$ cat config.mk
export PLATFORM = sky130hd
export DESIGN_NAME = wasm_prog_loader
export DESIGN_NICKNAME = d
export VERILOG_FILES = /design/src/rtl/wasm_prog_loader.sv
export SDC_FILE = /design/constraint.sdc
export NUM_CORES = 1
export LEC_CHECK = 0
export CORE_MARGIN = 1.5
export CORE_UTILIZATION = 57
export DETAILED_ROUTE_END_ITERATION = 10
export PLACE_DENSITY = 0.88
export SYNTH_ARGS = -nofsm -noshare
export SYNTH_HDL_FRONTEND = slang
export SYNTH_SLANG_ARGS = --single-unit
$ cat constraint.sdc
create_clock -name i_clk -period 5 [get_ports i_clk]
set_input_delay 1 -clock i_clk [delete_from_list [all_inputs] [get_ports i_clk]]
set_output_delay 1 -clock i_clk [all_outputs]
set_load 0.03 [all_outputs]
$ cat src/rtl/wasm_prog_loader.sv
// Loads a length-prefixed WASM program from a byte stream into instruction BRAM.
// It then releases the core from reset, times the run and reports why it ended.
module wasm_prog_loader #(
    parameter int ADDR_W   = 10,
    parameter int CNT_W    = 32,
    parameter int TIMEOUT  = 500,
    parameter int RST_HOLD = 2
) (
    input  logic              i_clk,
    input  logic              i_rst,
    input  logic              i_start,
    input  logic              i_byte_valid,
    output logic              o_byte_ready,
    input  logic [7:0]        i_byte_data,
    output logic              o_bram_we,
    output logic [ADDR_W-1:0] o_bram_addr,
    output logic [7:0]        o_bram_wdata,
    output logic              o_core_rst_n,
    input  logic              i_instr_finish,
    input  logic              i_instr_error,
    input  logic              i_stack_full,
    output logic              o_busy,
    output logic              o_done,
    output logic [2:0]        o_status,
    output logic [CNT_W-1:0]  o_cycle_cnt,
    output logic [2:0]        dbg_state
);
    localparam int LEN_W  = 17;
    localparam int HOLD_W = $clog2(RST_HOLD + 1);

    localparam logic [2:0] ST_OK         = 3'd0;
    localparam logic [2:0] ST_INSTR_ERR  = 3'd1;
    localparam logic [2:0] ST_STACK_FULL = 3'd2;
    localparam logic [2:0] ST_TIMEOUT    = 3'd3;
    localparam logic [2:0] ST_BAD_LEN    = 3'd4;

    typedef enum logic [2:0] {
        S_IDLE, S_HDR_LO, S_HDR_HI, S_LOAD, S_CORE_RST, S_RUN, S_DONE
    } state_t;

    state_t            state, state_next;
    logic [15:0]       len;
    logic [ADDR_W-1:0] idx;
    logic [HOLD_W-1:0] hold;
    logic [LEN_W-1:0]  hdr_len;
    logic              accept, bad_len, last_byte, hold_done, run_exit;
    logic [2:0]        exit_status;

    assign dbg_state = state;

    // Byte stream: a byte transfers on each rising edge where i_byte_valid and
    // o_byte_ready are both high; ready depends only on state, never on valid.
    always_comb begin
        state_next  = state;
        accept      = o_byte_ready & i_byte_valid;
        hdr_len     = {1'b0, i_byte_data, len[7:0]};
        bad_len     = (hdr_len == '0) || (hdr_len > (LEN_W'(1) << ADDR_W));
        last_byte   = ({{(LEN_W-ADDR_W){1'b0}}, idx} == ({1'b0, len} - LEN_W'(1)));
        hold_done   = (hold == HOLD_W'(RST_HOLD - 1));
        run_exit    = 1'b0;
        exit_status = ST_OK;
        if (i_instr_error) begin
            run_exit    = 1'b1;
            exit_status = ST_INSTR_ERR;
        end else if (i_stack_full) begin
            run_exit    = 1'b1;
            exit_status = ST_STACK_FULL;
        end else if (i_instr_finish) begin
            run_exit    = 1'b1;
            exit_status = ST_OK;
        end else if (o_cycle_cnt == CNT_W'(TIMEOUT - 1)) begin
            run_exit    = 1'b1;
            exit_status = ST_TIMEOUT;
        end

        case (state)
            S_IDLE, S_DONE: if (i_start) state_next = S_HDR_LO;
            S_HDR_LO:       if (accept) state_next = S_HDR_HI;
            S_HDR_HI:       if (accept) state_next = bad_len ? S_DONE : S_LOAD;
            S_LOAD:         if (accept && last_byte) state_next = S_CORE_RST;
            S_CORE_RST:     if (hold_done) state_next = S_RUN;
            S_RUN:          if (run_exit) state_next = S_DONE;
            default:        state_next = S_IDLE;
        endcase
    end

    always_ff @(posedge i_clk) begin
        if (i_rst) begin
            state        <= S_IDLE;
            len          <= '0;
            idx          <= '0;
            hold         <= '0;
            o_byte_ready <= 1'b0;
            o_bram_we    <= 1'b0;
            o_bram_addr  <= '0;
            o_bram_wdata <= '0;
            o_core_rst_n <= 1'b0;
            o_busy       <= 1'b0;
            o_done       <= 1'b0;
            o_status     <= '0;
            o_cycle_cnt  <= '0;
        end else begin
            state        <= state_next;
            o_byte_ready <= (state_next inside {S_HDR_LO, S_HDR_HI, S_LOAD});
            o_busy       <= (state_next inside {S_HDR_LO, S_HDR_HI, S_LOAD, S_CORE_RST, S_RUN});
            o_done       <= (state_next == S_DONE);
            // DONE keeps whatever reset level it inherited: released after a run, held after BAD_LEN.
            o_core_rst_n <= (state_next == S_RUN) || ((state_next == S_DONE) && o_core_rst_n);
            o_bram_we    <= 1'b0;

            case (state)
                S_IDLE, S_DONE: begin
                    if (i_start) begin
                        o_status    <= ST_OK;
                        o_cycle_cnt <= '0;
                    end
                end
                S_HDR_LO: if (accept) len[7:0] <= i_byte_data;
                S_HDR_HI: begin
                    if (accept) begin
                        len[15:8] <= i_byte_data;
                        idx       <= '0;
                        if (bad_len) o_status <= ST_BAD_LEN;
                    end
                end
                S_LOAD: begin
                    if (accept) begin
                        o_bram_we    <= 1'b1;
                        o_bram_addr  <= idx;
                        o_bram_wdata <= i_byte_data;
                        idx          <= idx + 1'b1;
                        hold         <= '0;
                    end
                end
                S_CORE_RST: begin
                    hold        <= hold + 1'b1;
                    o_cycle_cnt <= '0;
                end
                S_RUN: begin
                    if (run_exit) o_status <= exit_status;
                    else if (o_cycle_cnt != '1) o_cycle_cnt <= o_cycle_cnt + 1'b1;
                end
                default: ;
            endcase
        end
    end
endmodule

==> results of run 1 <==
[flip-flops by register name (all words and copies together), names as in the netlist]
register and count:
dbg_state 3, hold 2, idx 10, len 16
o_bram_addr 10, o_bram_wdata 8, o_bram_we 1, o_busy 1
o_byte_ready 1, o_core_rst_n 1, o_cycle_cnt 32, o_done 1
o_status 3
[routing by layer]
layer | routed length [um] | vias up
li1 | - | 2045
met1 | 5020 | 1960
met2 | 5140 | 199
met3 | 787 | 27
met4 | 255 | 0
met5 | 0 | -
[cell usage in the layout, fill, tap and decap left out, types with 4 or more instances in the layout]
master,netlist,final
xor2_1,25,25
o31ai_1,4,4
nand2_1,60,60
nor3_1,14,13
clkdlybuf4s50_1,0,75
nor4b_1,4,4
and2_1,4,4
or3_1,14,14
nor2b_1,4,4
buf_4,0,5
a21oi_1,42,42
mux2i_1,18,18
xnor2_1,10,10
o21ai_0,19,19
nand3_1,25,25
and3_1,9,9
nor4_1,13,12
clkbuf_8,0,9
ha_1,4,4
and4_1,4,4
or4_1,6,6
nor2_1,66,66
nand4_1,17,17
dfxtp_1,89,89
inv_1,11,11
[path summary, 6_finish.rpt]
check,start,endpoint,cells after the start
max,i_start,o_cycle_cnt[12]$_SDFFE_PP0P_,8
min,o_bram_wdata[3]$_SDFFE_PP0P_,o_bram_wdata[3]$_SDFFE_PP0P_,2
max reg2reg,len[0]$_SDFFE_PP0P_,o_busy$_SDFF_PP0_,9
min reg2reg,o_bram_wdata[3]$_SDFFE_PP0P_,o_bram_wdata[3]$_SDFFE_PP0P_,2
[critical path, stage by stage]
cell and delay, ns:
clkdlybuf4s50_1 0.60, a21oi_1 0.10, o21ai_0 0.26, a21boi_1 0.65, buf_4 0.32, nand2_1 0.13
or4_1 0.52, a21oi_1 0.14
[report_power, final]
part           internal [mW]  leakage, nW  switching (mW)  total, mW
Sequential             0.714        0.718         0.00810      0.722
Combinational         0.0474        0.957          0.0705      0.118
Clock                  0.175       0.0713           0.241      0.416
Total                  0.936         1.75           0.320       1.26
[through the flow]
stage | cell area, um2 | hold WS, ns
2_1_floorplan | 4390 | 0.456
3_3_place_gp | 5180 | 0.442
3_5_place_dp | 5180 | 0.449
4_1_cts | 5330 | 0.462
5_1_grt | 5330 | 0.477
6_report | 5330 | 0.459
[kinds of logic after synthesis]
logic type / after synthesis / synth area share, %
mux: 18 / 4.11
simple gates: 257 / 29.9
xor+xnor: 35 / 6.99
buf+inv: 41 / 3.88
fa+ha+maj: 5 / 1.37
flops: 89 / 40.6
compound gates: 94 / 13.1
[cell type report]
| type | count | area [um2] | area share [%] |
|---|---|---|---|
| inverter | 11 | 41.3 | 0.774 |
| clock inverter | 3 | 20.0 | 0.375 |
| clock buffer | 11 | 131 | 2.46 |
| sequential | 89 | 1780 | 33.4 |
| multi-input combinational | 409 | 2450 | 45.9 |
| tap | 99 | 124 | 2.32 |
| timing repair buffer | 80 | 788 | 14.8 |
==> results.py, run 1 <==
metrics = {
    "run_status": {
        "status": "finished, final reports clean",
    },
    "timing": {
        "fmax_mhz": 289,
        "hold_viol": 0,
        "slew_headroom_pct": 34.7,
        "fin_crit_sh_pct": 69.3,
        "slew_violations": 0,
        "setup_viol": 0,
        "rsz0062_at_grt": "no",
        "worstMarginPinSlew_ns": 0.980,
        "fin_skew_ns": 0.00889,
        "setup_tns_ns": 0,
        "worst_slack_ns": 1.53,
        "layout_min_cycle_time_ns": 3.47,
    },
    "global_routing": {
        "met3_usage_pct": 6.14,
        "grtUsageMet1_pct": 36.4,
        "grt_use_total_pct": 27.6,
        "grt_pass1_vias": 3894,
        "antenna_found_initial": 0,
        "grt_use_met2_pct": 43.7,
        "grt_max_degree": 34,
        "grt_pass1_wl_um": 18500,
        "grt.busiest_layer": "met2",
        "grt.overflow.total": 0,
    },
    "power": {
        "power_mw": 1.26,
        "power_leakage_nw": 1.75,
        "power.density_mw_per_mm2": 236,
        "vdd_drop_max_uv": 200,
    },
    "die": {
        "ios": 76,
        "initial_core_util_pct": 59.5,
        "row_count": 31,
        "fp.dieH_um": 90.7,
        "die_w_um": 90.7,
        "fp.coreArea_mm2": 0.00737,
        "die-area_mm2": 0.00823,
    },
    "drt": {
        "drtIter0Drc": 434,
        "antenna_left": 0,
        "viasPerCell": 6.03,
        "wl_um": 11200,
        "drtPass1Iterations": 5,
        "vias": 4231,
        "routedWlPerCell_um": 16.0,
        "route.detailed.drc": 0,
    },
    "synthesis": {
        "synth_top_flop_cell": "dfxtp_1",
        "synth_area_per_cell_um2": 8.14,
        "synth_area_leaders": "dfxtp_1 41%, nor2_1 5.6%, nand2_1 5.1%",
        "synth_common_cells": "89 x dfxtp_1, 66 x nor2_1, 60 x nand2_1",
        "netlist_area_mm2": 0.00439,
        "synth_edf_count": 0,
        "yosysTopAreaCellShare_pct": 40.6,
        "synth_cells": 539,
        "yosysWarnings": 0,
        "netlist-cell-type-count": 56,
        "synth_top_area_cell": "dfxtp_1",
        "synth-seq-cells": 89,
        "synth_nets": 558,
        "ys_async_sr_fraction_pct": 0,
        "synth.most_common_cell": "dfxtp_1",
        "yosysSeqAreaShare_pct": 40.6,
    },
    "cells_and_area": {
        "final_util_pct": 72.4,
        "instances_no_fill": 702,
        "fillCellCount": 554,
        "final_nets": 619,
        "antenna_cells": 0,
        "drive_above_1_share_pct": 5.14,
        "syn_to_final_growth_pct": 21.6,
    },
    "clocking": {
        "clock_sinks": 89,
        "cts_setup_buffers": 0,
        "root_buffer": "clkbuf_8",
        "cts_hold_buf": 0,
        "cts_made_buffers": 9,
        "ctsResizeCount": 0,
        "cts_tree": "built",
        "cts.path.max_buffers": 2,
        "clk_pin_slew_worst_paths_ns": 0.08,
        "clk_latency_ns": 0.36,
        "htree_levels": 3,
    },
    "placed_design": {
        "hpwl_um": 7960,
        "place_ws_ns": 1.31,
        "gp_congestion": 0.959,
        "numPortBuffers": 75,
        "dp.cells": 688,
    },
    "worst_setup_path": {
        "end_kind": "flop",
        "path_class": "in -> reg",
        "critPathRequiredTime_ns": 5.27,
        "crit_arrival_ns": 3.74,
        "r2r_slack_ns": 1.78,
        "startpoint_type": "input pin",
        "cp_max_fo": 14,
    },
    "worst_hold_path": {
        "hp-class": "reg -> reg",
    },
    "job": {
        "maxCapViolations": 0,
    },
}
Power figures use the tool's default switching activity.
==> inputs of run 2 (changes only) <==
--- a/config.mk
+++ b/config.mk
@@ -6,9 +6,9 @@
 export NUM_CORES = 1
 export LEC_CHECK = 0
 export CORE_MARGIN = 1.5
-export CORE_UTILIZATION = 57
+export CORE_UTILIZATION = 53
 export DETAILED_ROUTE_END_ITERATION = 10
-export PLACE_DENSITY = 0.88
+export PLACE_DENSITY = 0.83
 export SYNTH_ARGS = -nofsm -noshare
 export SYNTH_HDL_FRONTEND = slang
 export SYNTH_SLANG_ARGS = --single-unit
==> constraint.sdc (replaced) <==
create_clock -name i_clk -period 3.4 [get_ports i_clk]
set_input_delay 0.68 -clock i_clk [delete_from_list [all_inputs] [get_ports i_clk]]
set_output_delay 0.68 -clock i_clk [all_outputs]
set_load 0.03 [all_outputs]
==> run 2 against run 1 <==
Routed wire length grew 2.3%. Combinational power grew 57%. Global-route usage fell by 0.53 points. Largest cell class unchanged. Highest routed layer unchanged.
==> results.py, run 2 (synthesis gave the netlist of run 1 again) <==
metrics = {
    "clocking": {
        "root_buffer": "clkbuf_8",
        "cts_hold_buf": 0,
        "cts_setup_buffers": 0,
        "clk_pin_slew_worst_paths_ns": 0.09,
        "htree_levels": 3,
        "cts.path.max_buffers": 2,
        "clock_sinks": 89,
        "cts_tree": "built",
        "cts_made_buffers": 9,
        "clk_latency_ns": 0.38,
    },
    "drt": {
        "wl_um": 11500,
        "drtPass1Iterations": 5,
        "antenna_left": 0,
        "routedWlPerCell_um": 16.0,
        "route.detailed.drc": 0,
        "viasPerCell": 5.92,
        "vias": 4244,
        "drtIter0Drc": 184,
    },
    "cells_and_area": {
        "fillCellCount": 666,
        "drive_above_1_share_pct": 6.70,
        "antenna_cells": 0,
        "largest_reg_flops": 32,
        "final_common_cell": "dfxtp_1",
        "reg_top3": "o_cycle_cnt (32), len (16)",
        "syn_to_final_growth_pct": 24.4,
        "instances_no_fill": 717,
        "mostFrequentLayoutCells": "89 x dfxtp_1, 75 x clkdlybuf4s50_1, 66 x nor2_1, 60 x nand2_1, 42 x a21oi_1",
        "final_nets": 626,
        "regMostFlops": "o_cycle_cnt",
        "final_area_mm2": 0.00546,
    },
    "worst_hold_path": {
        "min_from": "o_status[0]$_SDFFE_PP0P_",
        "hold_end": "o_status[0]$_SDFFE_PP0P_",
        "hp-class": "reg -> reg",
        "hold_depth": 2,
    },
    "placed_design": {
        "place_ws_ns": 0.238,
        "placed_area_mm2": 0.00526,
        "gp_congestion": 1.03,
        "numPortBuffers": 75,
        "hpwl_um": 8220,
        "dp.cells": 701,
    },
    "power": {
        "power_leakage_nw": 1.81,
        "vdd_drop_max_uv": 223,
        "power.density_mw_per_mm2": 367,
        "power_mw": 2.01,
    },
    "global_routing": {
        "grt_pass1_wl_um": 18600,
        "grt_use_total_pct": 27.1,
        "antenna_found_initial": 0,
        "grt_pass1_vias": 3884,
        "grt.overflow.total": 0,
        "grt_max_degree": 32,
    },
    "worst_setup_path": {
        "cp_max_fo": 8,
        "reg2reg_from": "len[0]$_SDFFE_PP0P_",
        "end_kind": "flop",
        "critPathRequiredTime_ns": 3.70,
        "crit_arrival_ns": 3.50,
        "startpoint_type": "flop",
        "r2r_end": "o_busy$_SDFF_PP0_",
        "r2r_slack_ns": 0.19,
        "r2r.worst_path.cells": 9,
        "path_class": "reg -> reg",
    },
    "timing": {
        "worst_slack_ns": 0.191,
        "setup_viol": 0,
        "slew_violations": 0,
        "slew_headroom_pct": 58.3,
        "layout_min_cycle_time_ns": 3.21,
        "worstMarginPinSlew_ns": 0.620,
        "hold_viol": 0,
        "setup_tns_ns": 0,
        "fmax_mhz": 312,
        "fin_crit_sh_pct": 94.4,
        "fin_skew_ns": 0.0130,
        "rsz0062_at_grt": "no",
    },
    "die": {
        "initial_core_util_pct": 53.9,
        "fp.coreArea_mm2": 0.00813,
        "row_count": 33,
        "ios": 76,
        "fp.dieH_um": 94.0,
        "die_w_um": 94.0,
        "die-area_mm2": 0.00883,
    },
    "job": {
        "maxCapViolations": 0,
    },
    "run_status": {
        "status": "finished, final reports clean",
    },
}
-- run 2: changes by cell type in the layout (fill, tap and decap cells not counted), sizes merged --
cell,previous run,this run
buf,5,12
bufinv,0,1
clkbuf,11,10
clkinv,1,2
clkinvlp,2,0
inv,11,14
-- run 2: critical path, cell delays in order, from the launching register on --
cell and delay (ns):
dfxtp_1 0.38, inv_1 0.09, ha_1 0.28, or3b_2 0.52, or4_4 0.43, a211o_1 0.26, a211o_1 0.26, or4b_4 0.52
and3_4 0.20, a211oi_2 0.19
-- run 2: what timing repair did --
item | CTS | global route
gates resized for setup | 0 | 1
endpoints found under the hold margin | 0 | 0
setup endpoints to repair | 0 | 1
-- run 2: cell type report --
type / instances / area, um2 / area share, %
timing repair buffer: 87 / 853 / 15.6
inverter: 11 / 41.3 / 0.757
sequential: 89 / 1780 / 32.6
tap: 105 / 131 / 2.41
clock inverter: 6 / 73.8 / 1.35
multi-input combinational: 409 / 2450 / 44.9
clock buffer: 10 / 128 / 2.34
-- run 2: layer usage --
| layer | part of all wire, % | wire (um) | track usage, % | up-vias |
|---|---|---|---|---|
| li1 | - | - | - | 2065 |
| met1 | 43 | 4880 | 33.8 | 2000 |
| met2 | 50 | 5680 | 45.8 | 146 |
| met3 | 5.3 | 604 | 4.29 | 33 |
| met4 | 2.6 | 293 | 12.2 | 0 |
| met5 | 0 | 0 | 0 | - |
-- run 2: power breakdown --
| group | leakage [nW] | total [mW] | switching, mW | internal [mW] |
|---|---|---|---|---|
| Clock | 0.102 | 0.759 | 0.408 | 0.351 |
| Sequential | 0.718 | 1.06 | 0.0113 | 1.05 |
| Combinational | 0.993 | 0.185 | 0.108 | 0.0765 |
-- run 2: worst max-delay path by stage --
stage | depth (start not counted) | endpoint | from | slack [ns]
after global routing | 9 | o_busy$_SDFF_PP0_ | len[0]$_SDFFE_PP0P_ | 0.01
after detailed placement | 9 | o_busy$_SDFF_PP0_ | len[0]$_SDFFE_PP0P_ | 0.24
after CTS | 9 | o_busy$_SDFF_PP0_ | len[0]$_SDFFE_PP0P_ | 0.20
after global placement | 9 | o_busy$_SDFF_PP0_ | len[0]$_SDFFE_PP0P_ | 0.32
after floorplan | 10 | o_busy$_SDFF_PP0_ | len[0]$_SDFFE_PP0P_ | 0.33
final | 9 | o_busy$_SDFF_PP0_ | len[0]$_SDFFE_PP0P_ | 0.19
-- run 2: stage by stage --
| step | utilization (%) | hold WS, ns |
|---|---|---|
| detailed placement | 64.6 | 0.446 |
| global route | 67.1 | 0.481 |
| finish | 67.1 | 0.459 |
| global placement | 64.6 | 0.440 |
| CTS | 67.1 | 0.459 |
| floorplan | - | 0.456 |
